**src/rtl/lsu_stage_if.sv**
```systemverilog
// Bundles for lsu_stage: execute-side request/writeback/exception and data-memory bus.
// Combinational wiring only; no latency.
// Flow control is carried by req_valid/req_ready and mem_req/mem_gnt/mem_rvalid.
interface lsu_req_if;
    logic        req_valid;
    logic        req_ready;
    logic        req_we;
    logic [2:0]  req_funct3;
    logic [31:0] req_addr;
    logic [31:0] req_wdata;
    logic [4:0]  req_rd;
    logic        wb_valid;
    logic [4:0]  wb_rd;
    logic [31:0] wb_data;
    logic        exc_valid;
    logic [1:0]  exc_cause;
    logic [31:0] exc_addr;

    modport master (
        output req_valid, req_we, req_funct3, req_addr, req_wdata, req_rd,
        input  req_ready, wb_valid, wb_rd, wb_data, exc_valid, exc_cause, exc_addr
    );
    modport slave (
        input  req_valid, req_we, req_funct3, req_addr, req_wdata, req_rd,
        output req_ready, wb_valid, wb_rd, wb_data, exc_valid, exc_cause, exc_addr
    );
endinterface

interface lsu_mem_if;
    logic        mem_req;
    logic        mem_gnt;
    logic [31:0] mem_addr;
    logic        mem_we;
    logic [3:0]  mem_be;
    logic [31:0] mem_wdata;
    logic        mem_rvalid;
    logic [31:0] mem_rdata;

    modport master (
        output mem_req, mem_addr, mem_we, mem_be, mem_wdata,
        input  mem_gnt, mem_rvalid, mem_rdata
    );
    modport slave (
        input  mem_req, mem_addr, mem_we, mem_be, mem_wdata,
        output mem_gnt, mem_rvalid, mem_rdata
    );
endinterface

```
**src/rtl/lsu_stage.sv**
```systemverilog
// Load/store unit: one data-memory access at a time, lane alignment, load extension, exceptions.
// Latency: load 3 cycles accept-to-wb with zero-wait memory, store 3 to ready, exception 1.
// Backpressure: req_ready only in IDLE; memory stalls via mem_gnt/mem_rvalid up to TIMEOUT cycles.
module lsu_stage #(
    parameter int unsigned TIMEOUT = 16
) (
    input  logic      clk,
    input  logic      rst_n,
    lsu_req_if.slave  req,
    lsu_mem_if.master mem,
    output logic      busy
);
    typedef enum logic [2:0] {S_IDLE, S_REQ, S_WAIT, S_RESP, S_EXC} state_t;

    state_t      r_state, w_state_nxt;
    logic        r_we;
    logic [2:0]  r_funct3;
    logic [31:0] r_addr;
    logic [4:0]  r_rd;
    logic [3:0]  r_be;
    logic [31:0] r_wdata;
    logic [31:0] r_wb_data;
    logic [1:0]  r_exc_cause;
    logic [31:0] r_exc_addr;
    logic [7:0]  r_cnt;

    logic        w_accept, w_illegal, w_misal, w_cnt_last, w_exc_set, w_capture;
    logic [1:0]  w_exc_cause;
    logic [3:0]  w_be;
    logic [31:0] w_wdata, w_ld_data;
    logic [7:0]  w_byte;
    logic [15:0] w_half;

    assign w_accept   = req.req_valid && req.req_ready;
    assign w_illegal  = (req.req_funct3 == 3'b011) || (req.req_funct3[2:1] == 2'b11) ||
                        (req.req_we && req.req_funct3[2]);
    assign w_misal    = ((req.req_funct3[1:0] == 2'b01) && req.req_addr[0]) ||
                        ((req.req_funct3[1:0] == 2'b10) && (req.req_addr[1:0] != 2'b00));
    // >= so a grant on the last REQ cycle still leaves exactly one WAIT cycle for rvalid
    assign w_cnt_last = (r_cnt >= 8'(TIMEOUT - 1));

    always_comb begin
        w_be    = 4'b1111;
        w_wdata = req.req_wdata;
        case (req.req_funct3[1:0])
            2'b00: begin
                w_be    = 4'b0001 << req.req_addr[1:0];
                w_wdata = {4{req.req_wdata[7:0]}};
            end
            2'b01: begin
                w_be    = req.req_addr[1] ? 4'b1100 : 4'b0011;
                w_wdata = {2{req.req_wdata[15:0]}};
            end
            default: ;
        endcase
    end

    always_comb begin
        w_byte = mem.mem_rdata[7:0];
        case (r_addr[1:0])
            2'b01:   w_byte = mem.mem_rdata[15:8];
            2'b10:   w_byte = mem.mem_rdata[23:16];
            2'b11:   w_byte = mem.mem_rdata[31:24];
            default: ;
        endcase
        w_half = r_addr[1] ? mem.mem_rdata[31:16] : mem.mem_rdata[15:0];
        case (r_funct3)
            3'b000:  w_ld_data = {{24{w_byte[7]}}, w_byte};
            3'b001:  w_ld_data = {{16{w_half[15]}}, w_half};
            3'b100:  w_ld_data = {24'd0, w_byte};
            3'b101:  w_ld_data = {16'd0, w_half};
            default: w_ld_data = mem.mem_rdata;
        endcase
    end

    always_comb begin
        w_state_nxt = r_state;
        w_exc_set   = 1'b0;
        w_exc_cause = 2'b11;
        w_capture   = 1'b0;
        case (r_state)
            S_IDLE: begin
                if (w_accept) begin
                    if (w_illegal || w_misal) begin
                        w_state_nxt = S_EXC;
                        w_exc_set   = 1'b1;
                        w_exc_cause = w_illegal ? 2'b00 : (req.req_we ? 2'b10 : 2'b01);
                    end else begin
                        w_state_nxt = S_REQ;
                    end
                end
            end
            S_REQ: begin
                if (mem.mem_gnt) begin
                    w_state_nxt = S_WAIT;
                end else if (w_cnt_last) begin
                    w_state_nxt = S_EXC;
                    w_exc_set   = 1'b1;
                end
            end
            S_WAIT: begin
                if (mem.mem_rvalid) begin
                    w_capture   = !r_we;
                    w_state_nxt = r_we ? S_IDLE : S_RESP;
                end else if (w_cnt_last) begin
                    w_state_nxt = S_EXC;
                    w_exc_set   = 1'b1;
                end
            end
            default: w_state_nxt = S_IDLE;
        endcase
    end

    always_ff @(posedge clk or negedge rst_n) begin
        if (!rst_n) r_state <= S_IDLE;
        else        r_state <= w_state_nxt;
    end

    always_ff @(posedge clk or negedge rst_n) begin
        if (!rst_n) begin
            r_we        <= 1'b0;
            r_funct3    <= 3'd0;
            r_addr      <= 32'd0;
            r_rd        <= 5'd0;
            r_be        <= 4'd0;
            r_wdata     <= 32'd0;
            r_wb_data   <= 32'd0;
            r_exc_cause <= 2'd0;
            r_exc_addr  <= 32'd0;
            r_cnt       <= 8'd0;
        end else begin
            if (w_accept) begin
                r_we     <= req.req_we;
                r_funct3 <= req.req_funct3;
                r_addr   <= req.req_addr;
                r_rd     <= req.req_rd;
                r_be     <= w_be;
                r_wdata  <= w_wdata;
                r_cnt    <= 8'd0;
            end else if ((r_state == S_REQ) || (r_state == S_WAIT)) begin
                r_cnt <= r_cnt + 8'd1;
            end
            if (w_capture) r_wb_data <= w_ld_data;
            if (w_exc_set) begin
                r_exc_cause <= w_exc_cause;
                r_exc_addr  <= (r_state == S_IDLE) ? req.req_addr : r_addr;
            end
        end
    end

    assign req.req_ready = rst_n && (r_state == S_IDLE);
    assign busy          = (r_state != S_IDLE);
    assign req.wb_valid  = (r_state == S_RESP);
    assign req.wb_rd     = r_rd;
    assign req.wb_data   = r_wb_data;
    assign req.exc_valid = (r_state == S_EXC);
    assign req.exc_cause = r_exc_cause;
    assign req.exc_addr  = r_exc_addr;
    assign mem.mem_req   = (r_state == S_REQ);
    assign mem.mem_addr  = {r_addr[31:2], 2'b00};
    assign mem.mem_we    = r_we;
    assign mem.mem_be    = r_be;
    assign mem.mem_wdata = r_wdata;
endmodule

```
**src/flat_wrapper.sv**
```systemverilog
// flat-port wrapper written by rule: the top's interface ports become plain ports
module lsu_stage_flat 
#(
    parameter int unsigned TIMEOUT = 16
)
  (clk, rst_n, busy, req_req_valid, req_req_we, req_req_funct3, req_req_addr, req_req_wdata, req_req_rd, req_req_ready, req_wb_valid, req_wb_rd, req_wb_data, req_exc_valid, req_exc_cause, req_exc_addr, mem_mem_req, mem_mem_addr, mem_mem_we, mem_mem_be, mem_mem_wdata, mem_mem_gnt, mem_mem_rvalid, mem_mem_rdata);
  lsu_req_if req_i ();
  lsu_mem_if mem_i ();
  input  logic clk;
  input  logic rst_n;
  output logic busy;
  input wire logic [$bits(req_i.req_valid)-1:0] req_req_valid;
  input wire logic [$bits(req_i.req_we)-1:0] req_req_we;
  input wire logic [$bits(req_i.req_funct3)-1:0] req_req_funct3;
  input wire logic [$bits(req_i.req_addr)-1:0] req_req_addr;
  input wire logic [$bits(req_i.req_wdata)-1:0] req_req_wdata;
  input wire logic [$bits(req_i.req_rd)-1:0] req_req_rd;
  output wire logic [$bits(req_i.req_ready)-1:0] req_req_ready;
  output wire logic [$bits(req_i.wb_valid)-1:0] req_wb_valid;
  output wire logic [$bits(req_i.wb_rd)-1:0] req_wb_rd;
  output wire logic [$bits(req_i.wb_data)-1:0] req_wb_data;
  output wire logic [$bits(req_i.exc_valid)-1:0] req_exc_valid;
  output wire logic [$bits(req_i.exc_cause)-1:0] req_exc_cause;
  output wire logic [$bits(req_i.exc_addr)-1:0] req_exc_addr;
  output wire logic [$bits(mem_i.mem_req)-1:0] mem_mem_req;
  output wire logic [$bits(mem_i.mem_addr)-1:0] mem_mem_addr;
  output wire logic [$bits(mem_i.mem_we)-1:0] mem_mem_we;
  output wire logic [$bits(mem_i.mem_be)-1:0] mem_mem_be;
  output wire logic [$bits(mem_i.mem_wdata)-1:0] mem_mem_wdata;
  input wire logic [$bits(mem_i.mem_gnt)-1:0] mem_mem_gnt;
  input wire logic [$bits(mem_i.mem_rvalid)-1:0] mem_mem_rvalid;
  input wire logic [$bits(mem_i.mem_rdata)-1:0] mem_mem_rdata;
  assign req_i.req_valid = req_req_valid;
  assign req_i.req_we = req_req_we;
  assign req_i.req_funct3 = req_req_funct3;
  assign req_i.req_addr = req_req_addr;
  assign req_i.req_wdata = req_req_wdata;
  assign req_i.req_rd = req_req_rd;
  assign req_req_ready = req_i.req_ready;
  assign req_wb_valid = req_i.wb_valid;
  assign req_wb_rd = req_i.wb_rd;
  assign req_wb_data = req_i.wb_data;
  assign req_exc_valid = req_i.exc_valid;
  assign req_exc_cause = req_i.exc_cause;
  assign req_exc_addr = req_i.exc_addr;
  assign mem_mem_req = mem_i.mem_req;
  assign mem_mem_addr = mem_i.mem_addr;
  assign mem_mem_we = mem_i.mem_we;
  assign mem_mem_be = mem_i.mem_be;
  assign mem_mem_wdata = mem_i.mem_wdata;
  assign mem_i.mem_gnt = mem_mem_gnt;
  assign mem_i.mem_rvalid = mem_mem_rvalid;
  assign mem_i.mem_rdata = mem_mem_rdata;
  lsu_stage #(.TIMEOUT(TIMEOUT)) u_core (.clk(clk), .rst_n(rst_n), .req(req_i), .mem(mem_i), .busy(busy));
endmodule
```
**config.mk**
```make
export PLATFORM = sky130hd
export DESIGN_NAME = lsu_stage_flat
export DESIGN_NICKNAME = d
export VERILOG_FILES = /design/src/rtl/lsu_stage_if.sv /design/src/rtl/lsu_stage.sv /design/src/flat_wrapper.sv
export SDC_FILE = /design/constraint.sdc
export NUM_CORES = 1
export LEC_CHECK = 0
export ABC_AREA = 1
export CAP_MARGIN = 20
export CORE_MARGIN = 2
export CORE_UTILIZATION = 42
export DETAILED_ROUTE_END_ITERATION = 8
export PLACE_DENSITY = 0.78
export SYNTH_ARGS = -nofsm -noshare
export SYNTH_HDL_FRONTEND = slang
export SYNTH_SLANG_ARGS = --single-unit
```
**constraint.sdc**
```tcl
create_clock -name clk -period 1.4 [get_ports clk]
set_input_delay 0.21 -clock clk [delete_from_list [all_inputs] [get_ports clk]]
set_output_delay 0.21 -clock clk [all_outputs]
set_load 0.02 [all_outputs]
```
==> results of run 1 <==
## layer usage
metal / wire length, um / vias to the layer above / global-route usage, %
met5: 0 / - / 0
met4: 701 / 0 / 9.99
met3: 1810 / 47 / 7.90
met2: 13100 / 300 / 42.0
met1: 10500 / 3835 / 30.1
li1: - / 3813 / -
## final timing paths
| check | slack, ps | start | to |
|---|---|---|---|
| worst max-delay path | -260 | u_core.r_state[0] | u_core.r_cnt[7] |
| worst min-delay path | 340 | req_req_addr[27] | u_core.r_addr[27] |
| worst max register to register | -260 | u_core.r_state[0] | u_core.r_cnt[7] |
| worst min register to register | 470 | u_core.req.wb_data[11] | u_core.req.wb_data[11] |
| max in group asynchronous | 240 | rst_n | u_core.r_addr[1] |
| min in group asynchronous | 560 | rst_n | u_core.r_addr[10] |
## Yosys cell counts (all sizes together)
cell / instances
a21oi: 38
buf: 66
clkbuf: 20
clkinv: 1
conb: 1
dfrtp: 154
ha: 1
inv: 107
nand2: 343
nand3: 81
nand3b: 1
nand4: 5
nor2: 47
nor3: 8
o211ai: 3
o21a: 3
o21ai: 133
o21bai: 1
o31ai: 1
or2: 16
## metrics by stage
step           std cells  TNS [ps]
2_1_floorplan       1031     -2620
3_3_place_gp        1493    -30890
3_5_place_dp        1493    -36870
4_1_cts             1544    -25050
5_1_grt             1560    -33780
6_report            1560    -23320
## flip-flops by register name, summed over array words and instances, names as in the netlist
register,count
u_core.r_funct3,3
u_core.mem.mem_be,4
u_core.req.wb_rd,5
u_core.req.wb_data,32
u_core.r_cnt,8
u_core.r_state,3
u_core.r_addr,32
u_core.mem.mem_wdata,32
u_core.mem.mem_we,1
u_core.req.exc_addr,32
u_core.req.exc_cause,2
## final cells by class
cell class,instances,area [sq um],area share (%)
Tap cell,229,287,2.28
Sequential cell,154,3860,30.6
Inverter,108,428,3.40
Multi-Input combinational cell,688,3900,31.0
Clock inverter,11,115,0.915
Clock buffer,21,450,3.58
Timing Repair Buffer,349,3550,28.2
## repair_timing
item                                   in CTS  in global routing
hold buffers                                1                  0
gates resized for setup                   264                251
pin swaps                                   9                 62
cloned                                     10                 13
setup buffers                               8                  8
endpoints found under the hold margin      30                  0
setup endpoints to repair                 296                200
## cells by family (layout without fill, tap and decap cells)
family	Yosys count	in the layout	share of synthesized area [%]
buf+inv	194	489	11.7
compound gates	179	179	11.8
flops	154	154	49.5
simple gates	501	506	26.8
fa+ha+maj	1	1	0.161
other cells	1	2	0.0482
## worst max-delay path, stage by stage (launching register included)
cell     delay, ps
dfrtp_1        400
nor2_2         160
nand2_4        100
nor2_4         130
buf_6          120
nand2_8        100
buf_12         190
buf_6          130
nand2_8         70
inv_4           50
nand2_2         50
nand2_1         50
## power by group
group          leakage, nW  internal, mW  total, mW  switching, mW
Sequential            1.93          6.07       7.40           1.33
Clock                0.262          2.53       4.48           1.95
Combinational         4.32          4.19       9.87           5.69
Total                 6.51          12.8       21.7           8.96
==> metrics.md, run 1 <==
| Metric | Value |
|---|---|
| Status | `complete, but fails checks` |
| Failing checks | `design-rule violations, negative setup slack` |
| Full die area | `19600 sq um` |
| Pre-CTS setup slack | `-420 ps` |
| Yosys top cell by area | `dfrtp_1` |
| Total gr overflow | `0` |
| Power Dens Cells | `1730 nW/um^2` |
| Drt drc | `17` |
| Clk_lat worst skew | `430 ps` |
| Unrepaired setup endpoints after global routing | `yes` |
| Worst Setup Path Type | `reg -> reg` |
| Die W | `140 um` |
| Vias in the first global route | `7791` |
| Hold path cells | `3` |
| ANT nets after route | `0` |
| Max_slew headroom | `45.3%` |
| Yosys reg bits | `154` |
| CTS buffer count | `17` |
| Via density | `5.13` |
| Drt pass-1 iters | `8` |
| Rows | `49` |
| Seq/Total Area, Yosys | `49.5%` |
| Initial Util | `43.0%` |
| Leakage power | `6.51 nW` |
| Avg WL per Cell | `16.7 um` |
| Global-route wire length before repair | `39.1 mm` |
| Worst slew pin tran | `820 ps` |
| Post-synth cell types | `30` |
| H-tree depth | `4` |
| Final setup violation count | `153` |
| Clock root buffer master | `clkbuf_16` |
| Yosys warns | `0` |
| FMAX | `0.604 GHz` |
| CTS sink count | `154` |
| Mapped Area | `7780 sq um` |
| Hold Path Class | `in -> reg` |
| Synth top area share | `49.5%` |
| Maximum VDD drop | `0.931 mV` |
| TritonCTS clock tree | `yes` |
| Syn-to-layout area delta | `61.7%` |
| Placeable Area | `18100 sq um` |
| HPWL Detailed | `16.5 mm` |
| Top Ports | `255` |
| Final Wtd Congestion | `0.900` |
| Crit path required time | `1710 ps` |
| CP Launch Type | `register` |
| Total of max-cap violations | `0` |
| Drt initial violations | `512` |
| Critical-path maximum fanout | `8` |
| Count of pins over their slew limit | `0` |
| DRT Wirelength | `26.1 mm` |
| Final #Nets | `1429` |
| Largest cells by area after synthesis | `dfrtp_1 (50%), nand2_1 (16%), o21ai_0 (8.4%), nand3_1 (5.2%), inv_1 (5.0%)` |
| CTS max path bufs | `2` |
| Fin area | `12600 sq um` |
| Worst hold margin | `342 ps` |
| FF-to-FF path depth | `11` |
| Tmin final | `1660 ps` |
| Worst Setup End Kind | `register` |
| Reg clk slew, reported paths | `60 ps` |
| I/O Buffers | `252` |
| Via Count | `7995` |
| Initial antenna violation count | `0` |
| GRT Total Usage | `25.0%` |
| Setup Skew | `14.0 ps` |
| Filler cell count | `1346` |
| Commonest cells after routing, fill and taps aside | `nand2_1 (260), dfrtp_1 (152), clkdlybuf4s50_1 (108)` |
| Commonest non-fill, non-tap cell in the layout | `nand2_1` |
| Tcrit/Tclk final | `118%` |
| Worst setup margin | `-257 ps` |
| Largest net degree at the start of global routing | `155` |
| Final hold vios | `0` |
| Worst Path Arrival | `1960 ps` |
| Pwr Total | `21.7 mW` |
| Chip Height | `140 um` |
| Gate Count Post-Synth | `1030` |
| Final Core Density | `69.6%` |
| Area after DPL | `10800 sq um` |
| Fraction of layout cells with a size suffix above 1 | `26.3%` |
| ANT cells | `0` |
| Avg Inst Size Synth | `7.56 sq um` |
No activity file was read; power rests on OpenSTA's default activity.
==> run 2: changes to the inputs <==
CTS_BUF_LIST = sky130_fd_sc_hd__clkbuf_16   (was default)
CTS_CLUSTER_SIZE = 8   (was default)
==> run 2 against run 1 <==
Compared with the run above: the flow still finishes with violations (design-rule violations, negative setup slack); final area grew 2.8%; power increased by 1.1%; highest routed layer unchanged; utilization increased by 2.0 points; first-iteration DRC count increased by 14%; final cell count up 0.96%.
==> metrics.md, run 2 (synthesis gave the netlist of run 1 again) <==
| Metric | Value |
|---|---|
| Die W | `140 um (unchanged)` |
| Failing checks | `design-rule violations, negative setup slack` |
| Maximum VDD drop | `0.924 mV (-0.74%)` |
| Global-route wire length before repair | `39.3 mm (+0.51%)` |
| Drt initial violations | `584 (+14%)` |
| Count of pins over their slew limit | `0 (unchanged)` |
| Critical-path maximum fanout | `6 (-2)` |
| Initial Util | `43.0% (unchanged)` |
| Drt pass-1 iters | `9 (+1)` |
| Top Ports | `255 (unchanged)` |
| Fraction of layout cells with a size suffix above 1 | `28.6% (+2.3 points)` |
| Worst slew pin tran | `833 ps (+12.7 ps)` |
| Placeable Area | `18100 sq um (unchanged)` |
| FMAX | `0.599 GHz (-0.78%)` |
| Full die area | `19600 sq um (unchanged)` |
| ANT nets after route | `0 (unchanged)` |
| Area after DPL | `10800 sq um (unchanged)` |
| CTS buffer count | `17 (unchanged)` |
| Syn-to-layout area delta | `66.2%` |
| Largest net degree at the start of global routing | `155 (unchanged)` |
| Reg clk slew, reported paths | `70 ps (about the same)` |
| H-tree depth | `4 (unchanged)` |
| Worst Setup End Kind | `register` |
| Drt drc | `25 (+8)` |
| Status | `complete, but fails checks` |
| Via Count | `8189 (+2.4%)` |
| I/O Buffers | `252 (unchanged)` |
| Unrepaired setup endpoints after global routing | `yes` |
| CTS sink count | `154 (unchanged)` |
| Via density | `5.20 (+1.5%)` |
| GRT Total Usage | `25.2% (+0.15 points)` |
| DRT Wirelength | `27.8 mm (+6.5%)` |
| Tmin final | `1670 ps (+13.1 ps)` |
| Commonest non-fill, non-tap cell in the layout | `nand2_1` |
| Worst setup margin | `-270 ps (-13.1 ps)` |
| Total of max-cap violations | `0 (unchanged)` |
| Fin area | `12900 sq um (+2.8%)` |
| TritonCTS clock tree | `yes` |
| Worst Path Arrival | `1990 ps (+30 ps)` |
| Final Wtd Congestion | `0.900 (unchanged)` |
| ANT cells | `0 (unchanged)` |
| CP Launch Type | `register` |
| Final Core Density | `71.6% (+2.0 points)` |
| Final #Nets | `1444 (+1.0%)` |
| Tcrit/Tclk final | `119% (+0.93 points)` |
| Power Dens Cells | `1700 nW/um^2 (-1.7%)` |
| Final hold vios | `0 (unchanged)` |
| HPWL Detailed | `16.5 mm (unchanged)` |
| Clock root buffer master | `clkbuf_16` |
| Crit path required time | `1720 ps (about the same)` |
| Commonest cells after routing, fill and taps aside | `nand2_1 (264), dfrtp_1 (153), clkdlybuf4s50_1 (108)` |
| Initial antenna violation count | `0 (unchanged)` |
| Chip Height | `140 um (unchanged)` |
| Rows | `49 (unchanged)` |
| Avg WL per Cell | `17.6 um (+5.5%)` |
| Clk_lat worst skew | `430 ps (about the same)` |
| Total gr overflow | `0 (unchanged)` |
| Leakage power | `6.57 nW (+0.79%)` |
| Vias in the first global route | `7796 (+0.064%)` |
| Setup Skew | `17.9 ps (+3.82 ps)` |
| CTS max path bufs | `2 (unchanged)` |
| Hold Path Class | `in -> reg` |
| Worst Setup Path Type | `reg -> reg` |
| Max_slew headroom | `44.5% (-0.84 points)` |
| Final setup violation count | `159 (+3.9%)` |
## run 2: changes by cell type in the layout (fill, tap and decap cells not counted), sizes merged
| cell | change |
|---|---|
| clkinv | +3 |
| clkbuf | -6 |
| inv | +1 |
| nand2 | -1 |
| clkdlybuf4s15 | +14 |
| dlygate4sd2 | -8 |
| buf | +12 |
## run 2: stage by stage
step	hold WS (ps)	power [mW]	std cells	setup TNS (ps)	setup WS, ps
final	332	22.0	1575	-27000	-270
after global routing	345	23.2	1575	-37490	-351
after CTS	323	20.9	1549	-24070	-240
after detailed placement	437	16.9	1493	-36870	-420
after global placement	429	16.7	1493	-30890	-329
after floorplan	-85.6	12.4	1031	-2620	-51.3
## run 2: path summary, 6_finish.rpt
| check | from | endpoint | slack (ps) | depth (start not counted) |
|---|---|---|---|---|
| min reg2reg | u_core.req.wb_data[11] | u_core.req.wb_data[11] | 470 | 2 |
| min in group asynchronous | rst_n | u_core.req.exc_addr[19] | 570 | 3 |
| max | u_core.r_state[1] | u_core.mem.mem_be[1] | -270 | 10 |
| max in group asynchronous | rst_n | u_core.r_addr[1] | 200 | 3 |
| min | req_req_rd[1] | u_core.req.wb_rd[1] | 330 | 3 |
| max reg2reg | u_core.r_state[1] | u_core.mem.mem_be[1] | -270 | 10 |
## run 2: layer usage
metal	routed length (um)	GRT usage, %	vias up
met2	14000	42.3	374
met1	10900	30.7	3918
li1	-	-	3841
met3	2210	7.32	56
met5	0	0	-
met4	638	9.99	0
## run 2: what timing repair did
action,CTS,global route
pin swaps,13,62
cloned,10,18
buffers inserted,13,14
setup endpoints to repair,296,190
gates resized for setup,288,272
hold endpoints to repair,29,0
hold buffers,1,0
## run 2: where the power goes
| group | internal, mW | switching (mW) | leakage, nW | total, mW |
|---|---|---|---|---|
| combinational | 4.26 | 5.95 | 4.36 | 10.2 |
| clock | 2.45 | 1.99 | 0.269 | 4.44 |
| sequential | 6.07 | 1.27 | 1.93 | 7.33 |
| total | 12.8 | 9.21 | 6.57 | 22.0 |
## run 2: worst max-delay path, stage by stage, from the launching register on
cell,delay [ps]
dfrtp_1,420
nor2_2,170
nand2_4,90
nor2_4,130
buf_6,120
nand2_8,80
clkinv_8,100
buf_8,120
buf_12,130
nand3_4,70
o21a_1,120
## run 2: layout make-up
class	instances	area [sq um]
inverter	108	440
clock buffer	17	425
fill	1293	5140
multi-input combinational	687	3990
timing repair buffer	365	3820
clock inverter	15	130
tap	229	287
sequential	154	3850
